<file path="config.mk">
export PLATFORM = sky130hd
export DESIGN_NAME = my_alu_seq
export DESIGN_NICKNAME = d
export VERILOG_FILES = /design/src/rtl/my_alu_seq.sv
export SDC_FILE = /design/constraint.sdc
export NUM_CORES = 1
export LEC_CHECK = 0
export ABC_CLOCK_PERIOD_IN_PS = 4810
export CAP_MARGIN = 25
export CORE_MARGIN = 1
export CORE_UTILIZATION = 55
export DETAILED_ROUTE_END_ITERATION = 8
export GPL_TIMING_DRIVEN = 0
export HOLD_SLACK_MARGIN = 0.08
export MAX_ROUTING_LAYER = met4
export PLACE_DENSITY = 0.74
export SLEW_MARGIN = 40
export SYNTH_ARGS = -nofsm -noshare
export SYNTH_HDL_FRONTEND = slang
export SYNTH_SLANG_ARGS = --single-unit
</file>
<file path="constraint.sdc">
create_clock -name CLK -period 4.81 [get_ports CLK]
set_input_delay 0.962 -clock CLK [delete_from_list [all_inputs] [get_ports CLK]]
set_output_delay 0.962 -clock CLK [all_outputs]
set_load 0.03 [all_outputs]
</file>
<file path="src/rtl/my_alu_seq.sv">
// Registered 74181-style ALU with stored-carry chaining and a one-cycle DONE strobe.
// Define MY_ALU_MUL_EN to add the iterative unsigned shift-add multiplier (MUL=1 requests).
module my_alu_seq #(
  parameter int unsigned WIDTH = 8
) (
  input  logic             CLK,
  input  logic             RST,
  input  logic             START,
  input  logic [3:0]       S,
  input  logic             M,
  input  logic             CN,
  input  logic             CSEL,
  input  logic             MUL,
  input  logic [WIDTH-1:0] A,
  input  logic [WIDTH-1:0] B,
  output logic [WIDTH-1:0] F,
  output logic [WIDTH-1:0] FH,
  output logic             CO,
  output logic             ZF,
  output logic             EQ,
  output logic             BUSY,
  output logic             DONE
);

  localparam int unsigned XW = WIDTH + 1;
  localparam int unsigned PW = 2 * WIDTH;
  localparam int unsigned CW = (WIDTH > 1) ? $clog2(WIDTH) : 1;

  logic [WIDTH-1:0] r_f;
  logic [WIDTH-1:0] r_fh;
  logic             r_co;
  logic             r_zf;
  logic             r_eq;
  logic             r_done;

  logic             w_cin;
  logic [XW-1:0]    w_a;
  logic [XW-1:0]    w_b;
  logic [XW-1:0]    w_nb;
  logic [XW-1:0]    w_c;
  logic [XW-1:0]    w_arith;
  logic [WIDTH-1:0] w_logic;
  logic [WIDTH-1:0] w_f;
  logic             w_co;

  logic             w_alu_go;
  logic             w_mul_go;
  logic             w_mul_last;
  logic             w_mul_eq;
  logic [PW-1:0]    w_prod;

  assign w_cin = CSEL ? r_co : CN;
  assign w_a   = {1'b0, A};
  assign w_b   = {1'b0, B};
  assign w_nb  = {1'b0, ~B};
  assign w_c   = XW'(w_cin);

  // Arithmetic at WIDTH+1 bits so the top bit is the carry/borrow
  always_comb begin
    w_arith = '0;
    case (S)
      4'h0: w_arith = w_a + w_c;
      4'h1: w_arith = (w_a | w_b) + w_c;
      4'h2: w_arith = (w_a | w_nb) + w_c;
      4'h3: w_arith = XW'(0) - w_c;
      4'h4: w_arith = w_a + (w_a & w_nb) + w_c;
      4'h5: w_arith = (w_a | w_b) + (w_a & w_nb) + w_c;
      4'h6: w_arith = w_a - w_b - w_c;
      4'h7: w_arith = (w_a & w_nb) - w_c;
      4'h8: w_arith = w_a + (w_a & w_b) + w_c;
      4'h9: w_arith = w_a + w_b + w_c;
      4'hA: w_arith = (w_a | w_nb) + (w_a & w_b) + w_c;
      4'hB: w_arith = (w_a & w_b) - w_c;
      4'hC: w_arith = w_a + w_a + w_c;
      4'hD: w_arith = (w_a | w_b) + w_a + w_c;
      4'hE: w_arith = (w_a | w_nb) + w_a + w_c;
      4'hF: w_arith = w_a - w_c;
      default: w_arith = '0;
    endcase
  end

  always_comb begin
    w_logic = '0;
    case (S)
      4'h0: w_logic = ~A;
      4'h1: w_logic = ~(A | B);
      4'h2: w_logic = ~A & B;
      4'h3: w_logic = '0;
      4'h4: w_logic = ~(A & B);
      4'h5: w_logic = ~B;
      4'h6: w_logic = A ^ B;
      4'h7: w_logic = A & ~B;
      4'h8: w_logic = ~A | B;
      4'h9: w_logic = ~(A ^ B);
      4'hA: w_logic = B;
      4'hB: w_logic = A & B;
      4'hC: w_logic = '1;
      4'hD: w_logic = A | ~B;
      4'hE: w_logic = A | B;
      4'hF: w_logic = A;
      default: w_logic = '0;
    endcase
  end

  assign w_f  = M ? w_logic : w_arith[WIDTH-1:0];
  assign w_co = M ? 1'b0 : w_arith[WIDTH];

`ifdef MY_ALU_MUL_EN
  typedef enum logic {ST_IDLE, ST_RUN} state_t;

  state_t           r_state;
  state_t           w_state_nxt;
  logic [PW-1:0]    r_mcand;
  logic [WIDTH-1:0] r_mplier;
  logic [PW-1:0]    r_acc;
  logic [CW-1:0]    r_cnt;
  logic             r_mul_eq;

  assign w_alu_go   = START & ~MUL & (r_state == ST_IDLE);
  assign w_mul_go   = START & MUL & (r_state == ST_IDLE);
  assign w_mul_last = (r_state == ST_RUN) && (r_cnt == CW'(WIDTH - 1));
  assign w_prod     = r_acc + (r_mplier[0] ? r_mcand : PW'(0));
  assign w_mul_eq   = r_mul_eq;
  assign BUSY       = (r_state == ST_RUN);

  always_ff @(posedge CLK) begin
    if (RST) r_state <= ST_IDLE;
    else     r_state <= w_state_nxt;
  end

  always_comb begin
    w_state_nxt = r_state;
    case (r_state)
      ST_IDLE: if (w_mul_go)   w_state_nxt = ST_RUN;
      ST_RUN:  if (w_mul_last) w_state_nxt = ST_IDLE;
      default: w_state_nxt = ST_IDLE;
    endcase
  end

  // One partial product per cycle; WIDTH steps complete the product
  always_ff @(posedge CLK) begin
    if (RST) begin
      r_mcand  <= '0;
      r_mplier <= '0;
      r_acc    <= '0;
      r_cnt    <= '0;
      r_mul_eq <= 1'b0;
    end else if (w_mul_go) begin
      r_mcand  <= PW'(A);
      r_mplier <= B;
      r_acc    <= '0;
      r_cnt    <= '0;
      r_mul_eq <= (A == B);
    end else if (r_state == ST_RUN) begin
      r_acc    <= w_prod;
      r_mcand  <= r_mcand << 1;
      r_mplier <= r_mplier >> 1;
      r_cnt    <= r_cnt + CW'(1);
    end
  end
`else
  logic w_unused_mul;

  assign w_unused_mul = MUL;
  assign w_alu_go     = START;
  assign w_mul_go     = 1'b0;
  assign w_mul_last   = 1'b0;
  assign w_mul_eq     = 1'b0;
  assign w_prod       = '0;
  assign BUSY         = 1'b0;
`endif

  // Result and flag registers; held between DONE pulses
  always_ff @(posedge CLK) begin
    if (RST) begin
      r_f    <= '0;
      r_fh   <= '0;
      r_co   <= 1'b0;
      r_zf   <= 1'b0;
      r_eq   <= 1'b0;
      r_done <= 1'b0;
    end else begin
      r_done <= 1'b0;
      if (w_alu_go) begin
        r_f    <= w_f;
        r_fh   <= '0;
        r_co   <= w_co;
        r_zf   <= (w_f == '0);
        r_eq   <= (A == B);
        r_done <= 1'b1;
      end else if (w_mul_last) begin
        r_f    <= w_prod[WIDTH-1:0];
        r_fh   <= w_prod[PW-1:WIDTH];
        r_co   <= 1'b0;
        r_zf   <= (w_prod == '0);
        r_eq   <= w_mul_eq;
        r_done <= 1'b1;
      end
    end
  end

  assign F    = r_f;
  assign FH   = r_fh;
  assign CO   = r_co;
  assign ZF   = r_zf;
  assign EQ   = r_eq;
  assign DONE = r_done;

endmodule

</file>
## After elaboration in Yosys (flattened, before gate mapping)

Index checks and enable logic that the tools add are counted.

- Add/sub/neg operators: 25
- Equal/unequal tests: 16
- Mux-type cells: 6
- Bitwise operators: 16
- Reductions and logical operators: 2

Operator list:

| operator | count |
|---|---|
| 9-bit case mux with 16 select lines | 1 |
| 8-bit case mux with 16 select lines | 1 |
| 9-bit by 1-bit adder with 9-bit output | 10 |
| 8-bit bitwise AND | 5 |
| 8-bit NOT | 5 |
| 8-bit OR | 5 |
| 8-bit by 8-bit adder with 9-bit output | 4 |
| 4-bit == test, second input constant | 8 |
| 8-bit by 1-bit subtractor with 9-bit output | 3 |
| 8-bit by 9-bit adder with 9-bit output | 2 |
| 9-bit adder | 2 |
| 4-bit by 3-bit == test with 1-bit output, second input constant | 4 |
| 8-bit by 1-bit adder with 9-bit output | 1 |
| 8-bit by 8-bit subtractor with 9-bit output | 1 |
| 9-bit by 1-bit subtractor with 9-bit output | 1 |
| 4-bit by 2-bit == test with 1-bit output, second input constant | 2 |
| 8-bit == test | 1 |
| 8-bit zero test | 1 |
| 8-bit 2-to-1 mux | 1 |
| 8-bit bitwise XOR | 1 |
| 4-bit by 1-bit == test with 1-bit output, second input constant | 1 |
| 4-bit zero test | 1 |
| 1-bit 2-to-1 mux | 3 |
| 1-bit by 1-bit subtractor with 2-bit output, first input constant | 1 |

- Register bits after elaboration: 12
- Input bits: 27
- Output and inout port bits: 21
- Logic and storage cells: 70

## Logic depth before layout (Yosys ltp)

Gate-level depths: netlist of the first run.

- Word-level depth: 7
- Mapped depth: 17
- Gate-level depth less buffers: 14

## Worst setup path before layout of the first run

OpenSTA, ideal clock, no wires.

- Kind: input -> register
- Start point: input S[3]
- End point: register r_zf (netlist: ZF)
- Setup time: 0.057 ns
- Arrival: 4.040 ns
- Data required time: 4.753 ns
- Slack: 0.713 ns
- Cell stages on the path: 17
- Buffers on the path: 4
- Path through: buf_4 buf_6 nor4b_1 buf_2 buf_2 mux2i_1 ha_1 ha_1 nor3b_1 xnor2_1 a32oi_1 o21ai_1 nor4b_1 a41oi_1 nor4_1 a21boi_2 a21o_1

- Cells in the longest elaborated chain, start to end: 4
- Elaborated cells on any way between the ends: 20
- Those cells by class: eq/ne (15); mux (3); reduce/logical (2)

Ends and longest elaborated chain:

| what | line | source |
|---|---|---|
| from (decl) | 9 | `input logic [3:0] S,` |
| 4-bit == test, or another cell as far along | 61, 84 |  |
| 9-bit case mux with 16 select lines or 8-bit case mux with 16 select lines (tied branches) | 61, 84 |  |
| 8-bit 2-to-1 mux * | 105 | `assign w_f = M ? w_logic : w_arith[WIDTH-1:0];` |
| 8-bit zero test * | 188 | `r_zf <= (w_f == '0);` |
| to (signal assigned) | 188 |  |
| to (signal assigned) | 195 | `r_zf <= (w_prod == '0);` |
| to (decl) | 32 | `logic r_zf;` |

Every way passes the cells marked *; elsewhere a longest branch is shown, timed or not.
A chain may end at the register's enable or synchronous reset.

## Worst setup path in the final report of the first run

Ends and elaborated chain as after synthesis.

==> results of run 1 <==
-- sequential cells by signal (all words and copies together) (netlist names) --
register  flops
F             8
DONE          1
ZF            1
EQ            1
CO            1
-- per-stage QoR --
stage,hold WS [ns],cells,instance area (um^2)
floorplan,0.5978,961,6863
finish,0.4759,1169,7780
CTS,0.4765,1169,7659
detailed placement,0.4733,1165,7467
global route,0.5026,1169,7780
global placement,0.4599,1165,7433
-- routing by layer --
metal  up-vias  part of all wire, %  global-route usage (%)
li1       3638                    -                       -
met5         -                    0                       -
met4         0                  8.5                   33.68
met1      3812                   36                   65.53
met3       221                   15                   15.41
met2       763                   40                   75.28
-- Yosys cell counts (7+ instances only) --
library cell / number
or3_1: 11
a32oi_1: 7
and3_1: 7
buf_4: 12
nand2_1: 58
o31ai_1: 7
o22ai_1: 16
nor2b_1: 27
inv_1: 39
nand2b_1: 23
a311oi_1: 7
o21ai_0: 57
dfxtp_1: 12
mux2i_1: 34
xor2_1: 27
clkbuf_1: 43
a31oi_1: 18
xnor2_1: 36
a211oi_1: 16
nor3_1: 20
nor2_1: 70
o221ai_1: 7
buf_2: 19
o211ai_1: 21
a22oi_1: 14
nor4_1: 12
nor3b_1: 15
a21o_1: 15
a21oi_1: 49
ha_1: 88
nand3_1: 19
-- how the worst max path moves through the flow --
stage | start | to | slack (ns) | cells past startpoint
floorplan | S[3] | ZF | 0.71 | 17
CTS | S[1] | ZF | 0.01 | 18
global placement | S[2] | ZF | -1.33 | 17
detailed placement | S[1] | ZF | -1.29 | 18
global route | S[0] | CO | -0.007 | 17
finish | S[3] | ZF | 0.02 | 18
-- kinds of logic after synthesis --
logic type                 share of synthesized area (%)
buffers and inverters                              8.808
AOI/OAI and AO/OA                                  30.42
other                                            0.05488
muxes                                              5.677
DFF                                                3.516
and+or+nand+nor                                    25.87
xor gates and xnor gates                           8.075
adders and majority gates                          17.58
-- worst min-delay path, delay by kind of cell (launching register included) --
family	cells	cell delay [ns]
AO/OA/AOI/OAI	1	0.06
flip-flops	1	0.30
AND/OR/NAND/NOR	1	0.06
-- repair_timing --
| action | 4_1_cts | 5_1_grt |
|---|---|---|
| gates resized for setup | 31 | 27 |
| pin swaps | 5 | 8 |
| setup endpoints to repair | 5 | 4 |
| setup buffers | 3 | 2 |
| gates cloned | 0 | 0 |
-- power groups by stage --
| stage | logic [mW] | clock network, mW | registers [mW] |
|---|---|---|---|
| detailed placement | 0.800 | 0 | 0.113 |
| global placement | 0.790 | 0 | 0.112 |
| global route | 0.919 | 0.162 | 0.111 |
| finish | 0.878 | 0.160 | 0.111 |
| CTS | 0.818 | 0.155 | 0.111 |
| floorplan | 0.523 | 0 | 0.126 |
-- final cells by class --
class	count	area share [%]
inverter	40	1.930
buffer	80	5.983
clock buffer	3	0.9649
sequential	12	3.088
multi-input combinational	825	80.14
tap	168	2.702
timing repair buffer	41	5.195
==> results.md, run 1 <==
* Status: finished clean
* Via Count at 8434
* Final net count at 1123
* Flop pwr share at 9.7%
* Syn. warnings at 0
* Max clock buf depth at 2
* Slew headroom at 42.27%
* Max Cap Viol at 0
* WHS Endpoint: F[6]
* Initial core utilization at 56.65%
* Root Buffer: clkbuf_16
* Fin util at 64.50%
* H-tree depth at 1
* Ys async rst share at 0%
* Int Power at 0.5332 mW
* DP HPWL at 25140 um
* Syn_area_per_cell at 7.170 um^2
* Worst setup EP type: flip-flop
* DR WL/cell at 28.41 um
* Final hold vios at 0
* Top Family by Delay on Critical Path: simple AND/OR/NAND/NOR gates
* Setup TNS at 0 ns
* Crit Path Max Fanout at 10
* Synth Instances at 953
* NetSw at 0.6153 mW
* Fillcell total at 1088
* Post-synth EDFFs at 0
* PnR worst setup slack at 0.02186 ns
* Commonest non-fill, non-tap cells in the layout: 83 x ha_1, 70 x nor2_1, 57 x nand2_1, 55 x o21ai_0, 49 x a21oi_1
* Mapped cell area at 6833 um^2
* Worst VDD drop at 0.1195 mV
* Reg2reg start: CO
* Switch share at 53.57%
* GRT overflow at 0
* Rows at 40
* Vias per cell at 7.215
* Setup crit start kind: input pin
* First-pass GRT wire length at 49200 um
* Synth-to-Final Area Change at 13.86%
* Min Tclk post-route at 4.788 ns
* Max incr delay on CP at 0.42 ns
* Internal reg-to-reg setup slack at 0.89 ns
* Clock-pin slew on the worst setup and hold paths at 0.05 ns
* Reg2Reg Depth at 13
* Clk sinks at 12
* Diode count at 0
* Largest net degree at the start of global routing at 16
* Flops & latches, synth at 12
* Die Ht at 113.5 um
* Worst slack at placement at -1.289 ns
* CP Class: in -> reg
* RePlAce Congestion at 1.121
* Worst-Skew Late Latency at 0.25 ns
* DR DRC count at 0
* Clock Skews at 0.001774 ns
* Seq/Total Area, Yosys at 3.516%
* Top_reg_cell synth: dfxtp_1
* Clock group share of total power at 13.9%
* Post-DRT Antenna Nets at 0
* Share of layout cells above drive strength 1 at 10.79%
* Yosys top cell by area: ha_1
* Register Area at 240.2 um^2
* Pwr dens at 147.6 nW/um^2
* Vias in the first global route at 7677
* Hold Crit Depth at 2
* Critical Path RT at 5.00 ns
* Worst Tran Pin Value at 0.8659 ns
* TritonRoute pass-1 iters at 6
* Synth top area share at 16.11%
* Reg2Reg Capture Point: ZF
* HP Class: reg -> reg
* Hold wc startpoint: F[6]
* CP bufs+invs at 5
* Chip Width at 113.5 um
* Period utilization at 99.55%
* Area contributors post-synth: ha_1 16%, mux2i_1 5.0%, xnor2_1 4.6%, o21ai_0 4.2%, nor2_1 3.8%
* Leakage power at 3.207 nW
* Tot Pwr at 1.149 mW
* Core Region at 12060 um^2
* Netlist cell types at 84
* Final slew viol count at 0
* CTS tree: built
* I/O Pins at 48
* Area of the die at 12870 um^2
* Final setup fails at 0
* WL final at 33220 um
* Multi-input combinational cell area at 6235 um^2
* Arr. time, crit path at 4.98 ns
* Crit-path cells: clkdlybuf4s50_1 -> buf_4 -> buf_6 -> nor4b_4 -> buf_4 -> buf_12 -> mux2i_1 -> ha_2 -> ha_4 -> nor3b_4 -> xnor2_1 -> a32oi_2 -> o21ai_2 -> nor4b_4 -> a41oi_2 -> nor4_4 -> a21boi_2 -> a21o_1
* Buffers on Ports at 36
* CTS Hold Bufs at 0
* Overall Global Routing Usage at 53.10%
* Commonest non-fill, non-tap cell in the layout: ha_1
* Peak Freq at 208.9 MHz
* Crit path max-delay cell type: clkdlybuf4s50_1
* Antenna violations before repair at 0
* Initial drt markers at 1531
* TritonCTS Buffers at 3
* Comb power frac at 76.5%
No activity file was read; power rests on OpenSTA's default activity.
==> inputs of run 2 (changes only) <==
--- a/config.mk
+++ b/config.mk
@@ -13,7 +13,7 @@
 export GPL_TIMING_DRIVEN = 0
 export HOLD_SLACK_MARGIN = 0.08
 export MAX_ROUTING_LAYER = met4
-export PLACE_DENSITY = 0.74
+export PLACE_DENSITY = 0.84
 export SLEW_MARGIN = 40
 export SYNTH_ARGS = -nofsm -noshare
 export SYNTH_HDL_FRONTEND = slang
==> results.md, run 2 (synthesized netlist as in run 1, its figures left out) <==
* Hold Crit Depth at 2
* Vias in the first global route at 7315
* Routed length on met1 at 12210 um
* Wire length on met2 at 12130 um
* H-tree depth at 1
* Min Tclk post-route at 4.750 ns
* Via Count at 8171
* Overall Global Routing Usage at 47.52%
* Synth-to-Final Area Change at 13.33%
* HP Class: reg -> reg
* CTS tree: built
* Worst Tran Pin Value at 0.8863 ns
* Max reg flops at 8
* Root Buffer: clkbuf_16
* Slew headroom at 40.64%
* Worst-Skew Late Latency at 0.25 ns
* Crit-path cells: clkdlybuf4s50_1 -> buf_6 -> buf_6 -> and4b_1 -> buf_4 -> mux2i_1 -> ha_1 -> or3b_2 -> xor2_1 -> nand2_1 -> o211ai_1 -> o2111ai_1 -> o41a_1 -> nor4_4 -> a21boi_2 -> a21o_1
* Final slew viol count at 0
* Post-DRT Antenna Nets at 0
* Clk sinks at 12
* Vias per cell at 6.954
* Setup TNS at 0 ns
* Critical Path RT at 5.00 ns
* RSZ-0062 raised after global routing: true
* Max clock buf depth at 2
* Fillcell total at 1119
* TritonRoute pass-1 iters at 5
* Hold WS at 0.4656 ns
* Area of the die at 12870 um^2
* Core Region at 12060 um^2
* CP Class: in -> reg
* Critical path depth in cells at 16
* Worst VDD drop at 0.1484 mV
* Fin util at 64.20%
* Peak Freq at 210.5 MHz
* Pwr dens at 146.1 nW/um^2
* Arr. time, crit path at 4.94 ns
* GRT overflow at 0
* TritonCTS Buffers at 3
* Reg2Reg Depth at 14
* Antenna violations before repair at 2
* Initial drt markers at 1301
* Register Area at 240.2 um^2
* Rows at 40
* Chip Width at 113.5 um
* Final net count at 1127
* Setup crit start kind: input pin
* I/O Pins at 48
* Clock-pin slew on the worst setup and hold paths at 0.05 ns
* DR WL/cell at 25.49 um
* Die Ht at 113.5 um
* Final setup fails at 0
* Leakage power at 3.196 nW
* Initial core utilization at 56.65%
* Max Cap Viol at 0
* Top routing layer in use: met4
* DR DRC count at 0
* CP dominant cell by count: buf_6
* Top Family by Delay on Critical Path: compound AO/OA/AOI/OAI gates
* Largest net degree at the start of global routing at 16
* Buffers on Ports at 36
* Final hold vios at 0
* WL final at 29960 um
* DR WL met3 at 3424 um
* Max incr delay on CP at 0.55 ns
* Commonest non-fill, non-tap cells in the layout: 86 x ha_1, 70 x nor2_1, 57 x nand2_1, 55 x o21ai_0, 49 x a21oi_1
* First-pass GRT wire length at 44370 um
* Period utilization at 98.75%
* Multi-input combinational cell area at 6178 um^2
* Crit path max-delay cell type: or3b_2
* Clock Skews at 0.006061 ns
* Worst setup EP type: flip-flop
* Crit Path Max Fanout at 10
* CP bufs+invs at 4
* Share of layout cells above drive strength 1 at 9.841%
* DP HPWL at 23670 um
* RePlAce Congestion at 1.106
* Status: finished clean
* Commonest non-fill, non-tap cell in the layout: ha_1
==> run 2: metrics by stage <==
| step | setup WS, ns | power, mW | instance area [um^2] | std cells |
|---|---|---|---|---|
| after global placement | -0.9927 | 0.8880 | 7433 | 1165 |
| final | 0.05989 | 1.131 | 7744 | 1175 |
| after floorplan | 0.7130 | 0.6494 | 6863 | 961 |
| after CTS | 0.007478 | 1.085 | 7626 | 1172 |
| after global routing | -0.01190 | 1.182 | 7744 | 1175 |
| after detailed placement | -0.8317 | 0.8979 | 7477 | 1167 |
==> run 2: area by class of cell <==
type,instances,share of cell area [%]
multi-input combinational,825,79.79
buffer,81,5.881
timing repair buffer,44,5.397
sequential,12,3.102
tap,168,2.714
inverter,40,1.939
clock buffer,4,1.147
antenna,1,0.03232
==> run 2: worst paths after layout <==
kind / slack [ns] / endpoint / startpoint
setup / recovery: 0.06 / ZF / S[1]
hold / removal: 0.47 / F[6] / F[6]
setup reg to reg: 1.03 / ZF / CO
hold reg to reg: 0.47 / F[6] / F[6]
==> run 2: report_power, final <==
group          switching (mW)  internal (mW)  total, mW
registers             0.00414          0.107      0.111
logic                   0.530          0.312      0.842
clock network          0.0521          0.126      0.178
total                   0.586          0.545       1.13
==> run 2: what timing repair did <==
| action | CTS | global route |
|---|---|---|
| pin swaps | 3 | 4 |
| endpoints found under the setup margin | 6 | 5 |
| resized for setup | 15 | 28 |
| hold buffers | 0 | 0 |
| buffers inserted | 1 | 5 |
==> run 2: worst reg2reg max path, cell delays in order, from the launching register on <==
cell,delay [ns]
dfxtp_1,0.47
mux2i_4,0.12
inv_2,0.28
fa_1,0.33
inv_1,0.07
fa_1,0.38
nor2b_1,0.33
nor3_1,0.09
a221oi_1,0.23
nand4_1,0.15
nor3_1,0.43
o32ai_1,0.22
nor4_4,0.32
a21boi_2,0.19
a21o_1,0.11
==> run 2: per-layer routing <==
metal,track usage [%],vias up
li1,-,3648
met1,61.90,3806
met2,66.67,587
met3,9.671,130
met4,29.65,0
met5,-,-
